==> config.mk <==
export PLATFORM = sky130hd
export DESIGN_NAME = spe_dwc_sched
export DESIGN_NICKNAME = d
export VERILOG_FILES = /design/src/rtl/spe_dwc_sched.sv
export SDC_FILE = /design/constraint.sdc
export NUM_CORES = 2
export LEC_CHECK = 0
export ABC_CLOCK_PERIOD_IN_PS = 11000
export CORE_MARGIN = 2
export CORE_UTILIZATION = 52
export DETAILED_ROUTE_END_ITERATION = 16
export HOLD_SLACK_MARGIN = 0.03
export PLACE_DENSITY_LB_ADDON = 0.08
export RECOVER_POWER = 25
export SYNTH_ARGS = -nofsm -noshare
export SYNTH_HDL_FRONTEND = slang
export SYNTH_SLANG_ARGS = --single-unit
==> constraint.sdc <==
create_clock -name clk -period 11 [get_ports clk]
set_input_delay 1.1 -clock clk [delete_from_list [all_inputs] [get_ports clk]]
set_output_delay 1.1 -clock clk [all_outputs]
set_load 0.01 [all_outputs]
==> src/rtl/spe_dwc_sched.sv <==
// Depthwise-conv SPE sequencer: latches layer config, holds the per-channel
// alpha/beta/sign table, feeds PE products and tracks beats through the SPE.
module spe_dwc_sched #(
    parameter int WORD_SIZE = 16,
    parameter int TILE_NUM  = 2,
    parameter int CH_NUM    = 64,
    parameter int CH_W      = 6,
    parameter int PIX_W     = 12,
    parameter int SPE_LAT   = 8,
    parameter int BN_DLY_BF = 0,
    parameter int BN_DLY_AF = 5
) (
    input  logic                            clk,
    input  logic                            rst,
    input  logic                            start,
    input  logic                            cfg_isize,
    input  logic                            cfg_wsize,
    input  logic                            cfg_batch_first,
    input  logic                            cfg_have_batch,
    input  logic                            cfg_have_relu,
    input  logic [5:0]                      cfg_quant_pe,
    input  logic [5:0]                      cfg_quant_norm,
    input  logic [CH_W:0]                   cfg_ch_num,
    input  logic [PIX_W-1:0]                cfg_pix_num,
    input  logic                            prm_we,
    input  logic [CH_W-1:0]                 prm_addr,
    input  logic [2*WORD_SIZE+TILE_NUM-1:0] prm_wdata,
    input  logic                            prm_done,
    input  logic                            in_valid,
    output logic                            in_ready,
    input  logic [WORD_SIZE-1:0]            in_data,
    output logic [WORD_SIZE-1:0]            spe_pe_product,
    output logic [WORD_SIZE-1:0]            spe_alpha,
    output logic [WORD_SIZE-1:0]            spe_beta,
    output logic [TILE_NUM-1:0]             spe_alpha_sign,
    output logic                            spe_isize,
    output logic                            spe_wsize,
    output logic                            spe_batch_first,
    output logic                            spe_have_batch,
    output logic                            spe_have_relu,
    output logic [5:0]                      spe_quant_pe,
    output logic [5:0]                      spe_quant_norm,
    output logic                            out_valid,
    output logic [CH_W-1:0]                 out_ch,
    output logic                            busy,
    output logic                            done
);
    localparam int PRM_W = 2*WORD_SIZE + TILE_NUM;
    localparam int DMAX  = (BN_DLY_AF > BN_DLY_BF) ? BN_DLY_AF : BN_DLY_BF;

    typedef enum logic [2:0] {S_IDLE, S_LOAD, S_RUN, S_DRAIN, S_DONE} state_t;
    state_t state, state_nxt;

    logic [CH_W:0]      ch_num;
    logic [PIX_W-1:0]   pix_num;
    logic [CH_W-1:0]    ch;
    logic [PIX_W-1:0]   pix;
    logic               accept, last_beat;
    logic [PRM_W-1:0]   prm_table [CH_NUM];
    logic [SPE_LAT-1:0] vld_sr;
    logic [CH_W-1:0]    ch_sr [SPE_LAT];
    logic [DMAX-1:0]    dly_vld;
    logic [PRM_W-1:0]   dly_prm [DMAX];
    logic               pipe0_vld, bf_vld, af_vld, sel_vld;
    logic [PRM_W-1:0]   pipe0_prm, bf_prm, af_prm, sel_prm;

    assign accept    = in_valid & in_ready;
    assign last_beat = (pix == pix_num - PIX_W'(1)) && ({1'b0, ch} == ch_num - (CH_W+1)'(1));

    always_ff @(posedge clk or posedge rst) begin
        if (rst) state <= S_IDLE;
        else     state <= state_nxt;
    end

    always_comb begin
        state_nxt = state;
        case (state)
            S_IDLE:  if (start) state_nxt = S_LOAD;
            S_LOAD:  if (prm_done) state_nxt = S_RUN;
            S_RUN:   if (accept && last_beat) state_nxt = S_DRAIN;
            // Leave when only the tail beat remains, so done lands one cycle after it.
            S_DRAIN: if (vld_sr[SPE_LAT-2:0] == '0) state_nxt = S_DONE;
            S_DONE:  state_nxt = S_IDLE;
            default: state_nxt = S_IDLE;
        endcase
    end

    always_comb begin
        in_ready = (state == S_RUN);
        busy     = (state != S_IDLE);
        done     = (state == S_DONE);
    end

    always_ff @(posedge clk or posedge rst) begin
        if (rst) begin
            spe_isize       <= 1'b0;
            spe_wsize       <= 1'b0;
            spe_batch_first <= 1'b0;
            spe_have_batch  <= 1'b0;
            spe_have_relu   <= 1'b0;
            spe_quant_pe    <= '0;
            spe_quant_norm  <= '0;
            ch_num          <= '0;
            pix_num         <= '0;
        end else if (state == S_IDLE && start) begin
            spe_isize       <= cfg_isize;
            spe_wsize       <= cfg_wsize;
            spe_batch_first <= cfg_batch_first;
            spe_have_batch  <= cfg_have_batch;
            spe_have_relu   <= cfg_have_relu;
            spe_quant_pe    <= cfg_quant_pe;
            spe_quant_norm  <= cfg_quant_norm;
            ch_num          <= cfg_ch_num;
            pix_num         <= cfg_pix_num;
        end
    end

    always_ff @(posedge clk or posedge rst) begin
        if (rst) begin
            ch  <= '0;
            pix <= '0;
        end else if (state == S_IDLE && start) begin
            ch  <= '0;
            pix <= '0;
        end else if (accept) begin
            if (pix == pix_num - PIX_W'(1)) begin
                pix <= '0;
                ch  <= ch + CH_W'(1);
            end else begin
                pix <= pix + PIX_W'(1);
            end
        end
    end

    // Table contents survive reset so a layer can rerun without reloading.
    always_ff @(posedge clk) begin
        if (prm_we && state == S_LOAD) prm_table[prm_addr] <= prm_wdata;
    end

    always_ff @(posedge clk or posedge rst) begin
        if (rst) begin
            vld_sr <= '0;
            for (int i = 0; i < SPE_LAT; i++) ch_sr[i] <= '0;
        end else begin
            vld_sr[0] <= accept;
            ch_sr[0]  <= ch;
            for (int i = 1; i < SPE_LAT; i++) begin
                vld_sr[i] <= vld_sr[i-1];
                ch_sr[i]  <= ch_sr[i-1];
            end
        end
    end

    assign out_valid = vld_sr[SPE_LAT-1];
    assign out_ch    = ch_sr[SPE_LAT-1];

    // Params travel with each beat; stage k of the pipe is k+1 cycles behind accept.
    assign pipe0_vld = accept;
    assign pipe0_prm = prm_table[ch];

    always_ff @(posedge clk or posedge rst) begin
        if (rst) begin
            dly_vld <= '0;
            for (int i = 0; i < DMAX; i++) dly_prm[i] <= '0;
        end else begin
            dly_vld[0] <= pipe0_vld;
            dly_prm[0] <= pipe0_prm;
            for (int i = 1; i < DMAX; i++) begin
                dly_vld[i] <= dly_vld[i-1];
                dly_prm[i] <= dly_prm[i-1];
            end
        end
    end

    if (BN_DLY_BF == 0) begin : g_bf_now
        assign bf_vld = pipe0_vld;
        assign bf_prm = pipe0_prm;
    end else begin : g_bf_dly
        assign bf_vld = dly_vld[BN_DLY_BF-1];
        assign bf_prm = dly_prm[BN_DLY_BF-1];
    end

    if (BN_DLY_AF == 0) begin : g_af_now
        assign af_vld = pipe0_vld;
        assign af_prm = pipe0_prm;
    end else begin : g_af_dly
        assign af_vld = dly_vld[BN_DLY_AF-1];
        assign af_prm = dly_prm[BN_DLY_AF-1];
    end

    assign sel_vld = spe_batch_first ? bf_vld : af_vld;
    assign sel_prm = spe_batch_first ? bf_prm : af_prm;

    always_ff @(posedge clk or posedge rst) begin
        if (rst) begin
            spe_pe_product <= '0;
            spe_alpha      <= '0;
            spe_beta       <= '0;
            spe_alpha_sign <= '0;
        end else begin
            if (accept) spe_pe_product <= in_data;
            if (sel_vld) {spe_alpha_sign, spe_beta, spe_alpha} <= sel_prm;
        end
    end
endmodule
==> results.toml <==
[placed_design]
preCtsSetupSlack_ns = 5.822
post-dp-hpwl_um = 131800
place_area_um2 = 99610
dp_cells = 7102
gp_congestion = 0.7728
portBuffers = 174

[drt]
drt_iter0_drc = 6067
vias = 47920
drc_errors = 0
drt_wl_total_um = 254100
via_per_inst = 6.335
firstDrtPassIters = 5
wl_per_cell_um = 33.59
ant_nets = 0

[sta]
setup_tns_ns = 0
finClkSkew_ns = 0.03674
worst_slew_pin_slew_ns = 5.194
min_period_over_period = 0.4583
setup_viol = 0
rsz0062_at_grt = "false"
whs_ns = 0.3395
finalMaxSlewViolations = 1318
relSlewSlack = -2.482
setup_slack_ns = 5.959
fmaxAchievable_mhz = 198.4
period_minus_slack_ns = 5.041
hold_violations = 0

[yosys]
synth-seq-cells = 2509
synth_top_area_cell = "edfxtp_1"
synth_cell_type_count = 68
synth.top_cells.by_count = "edfxtp_1, mux4_2, nand2_1"
synth-edff-count = 2176
yosysMostFrequentCell = "edfxtp_1"
syn_area_um2 = 94710
yosysTopAreaCellShare = 0.6899
synth_fp_nets = 4790
syn_area_per_cell_um2 = 20.20
syn-instance-count = 4688
synthFlopType = "edfxtp_1"
ys_seq_area_frac = 0.7779
ys_warn_count = 0
ys_top_cells_by_area = "edfxtp_1, mux4_2, dfrtp_1"
async_flop_share = 0.1327

[cts]
cts_tree = "done"
root_buffer = "clkbuf_16"
clock_latency_ns = 0.91
cts_setup_buffers = 0
holdBufCountCts = 0
cts_num_sinks = 2509
numCtsBuffers = 275
clkTransAtPathRegs_ns = 0.06
cts_buffer_depth = 4
cts_resized = 0
cts_max_level = 5

[hold_path]
hold_path.class = "flop to flop"
hold_path_depth = 0

[setup_path]
setup.worst_path.end_class = "async pin"
worstPathArrival_ns = 5.80
critPathLaunchType = "input pin"
reg2regPathDepth = 7
critPathRequiredTime_ns = 11.76
cp_max_fo = 119
criticalPathCategory = "input pin to async pin"

[die]
die_h_um = 430.8
die_x_um = 430.8
initial_core_util = 0.5234
ios = 175
core-area_um2 = 180900
dieArea_um2 = 185600
rows = 156

[pwr]
ir_worst_vdd_mv = 0.1250
p_leak_nw = 34.67
power_density_nw_per_um2 = 194.8
power_mw = 21.06

[global_route]
track_usage = 0.2752
use_met3 = 0.05563
grt-ovfl-total = 0
grt_max_degree = 120
grt_pass1_wl_um = 359100
antenna_found_initial = 16
gr-usage-met1 = 0.4012
grt_pass1_vias = 47430
gr-usage-met2 = 0.4306
busiest_layer = "met2"

[finish]
instances_no_fill = 7564
area_growth_pct = 14.18
nets = 5111
layout-drive-gt1-share = 0.2208
final_cell_area_um2 = 108100
utilization = 0.5977

[job]
maxCapViolations = 20

[run_status]
status = "finished with violations"
violations = "max-capacitance violations, max-slew violations"
layer usage:
layer,share of wire,wire (um),vias up
met5,0.00022,56,-
met4,0.023,5769,8
met1,0.42,106700,25770
met2,0.48,120900,2113
li1,-,-,19610
met3,0.081,20690,419
critical path: stages:
cell and delay [ns]:
dlygate4sd3_1 0.55, clkinvlp_2 2.90, buf_4 1.14
area by class of cell:
cell class,count,area [um^2]
sequential,2509,73690
fill,12990,72800
multi-input combinational,1899,20220
clock buffer,359,7551
tap,2370,2965
timing repair buffer,308,2616
clock inverter,100,1013
inverter,16,68.82
antenna,3,7.507
registers in the layout (all words and copies together), names as in the netlist, 7 cells and up:
signal          flops
pix_num            12
ch_sr              42
dly_prm           136
prm_table        2176
spe_alpha          16
spe_pe_product     16
ch_num              7
af_prm             34
spe_beta           16
pix                12
report_power, final:
group | leakage (nW) | internal (mW) | switching (mW)
clock network | 4.19 | 5.32 | 3.57
registers | 23.6 | 10.6 | 0.207
logic | 6.86 | 0.617 | 0.787
total | 34.7 | 16.5 | 4.56
path summary, 6_finish.rpt:
check	start	slack, ns	to
worst max-delay path	rst	5.96	ch[1]
worst min-delay path	ch_sr[17]	0.34	ch_sr[11]
worst max register to register	ch[3]	5.98	spe_alpha[6]
worst min register to register	ch_sr[17]	0.34	ch_sr[11]
max in group clk	ch[3]	5.98	spe_alpha[6]
min in group asynchronous	rst	2.28	dly_prm[130]
layout by cell type (no fill, tap or decap), types with 62 or more instances in the layout:
cell type        count
a21oi_1             94
buf_4              117
clkbuf_1            80
clkbuf_16          286
clkdlybuf4s50_1    139
dfrtp_1            328
edfxtp_1          2176
mux2i_1            201
mux4_2             481
nand2_1            376
nor2_1              88
nor2_4              65
o21ai_0             71
o22ai_1             62
kinds of logic (layout without fill, tap and decap cells):
logic type | count (synthesis) | count (layout) | share of synthesized area
DFF | 2509 | 2509 | 0.7779
AOI/OAI and AO/OA | 438 | 438 | 0.03144
buffers and inverters | 280 | 783 | 0.01419
other | 0 | 3 | 0
muxes | 737 | 737 | 0.1422
xor gates and xnor gates | 19 | 19 | 0.001757
adders and majority gates | 4 | 4 | 0.0005285
and+or+nand+nor | 701 | 701 | 0.03201
Power figures use the tool's default switching activity.
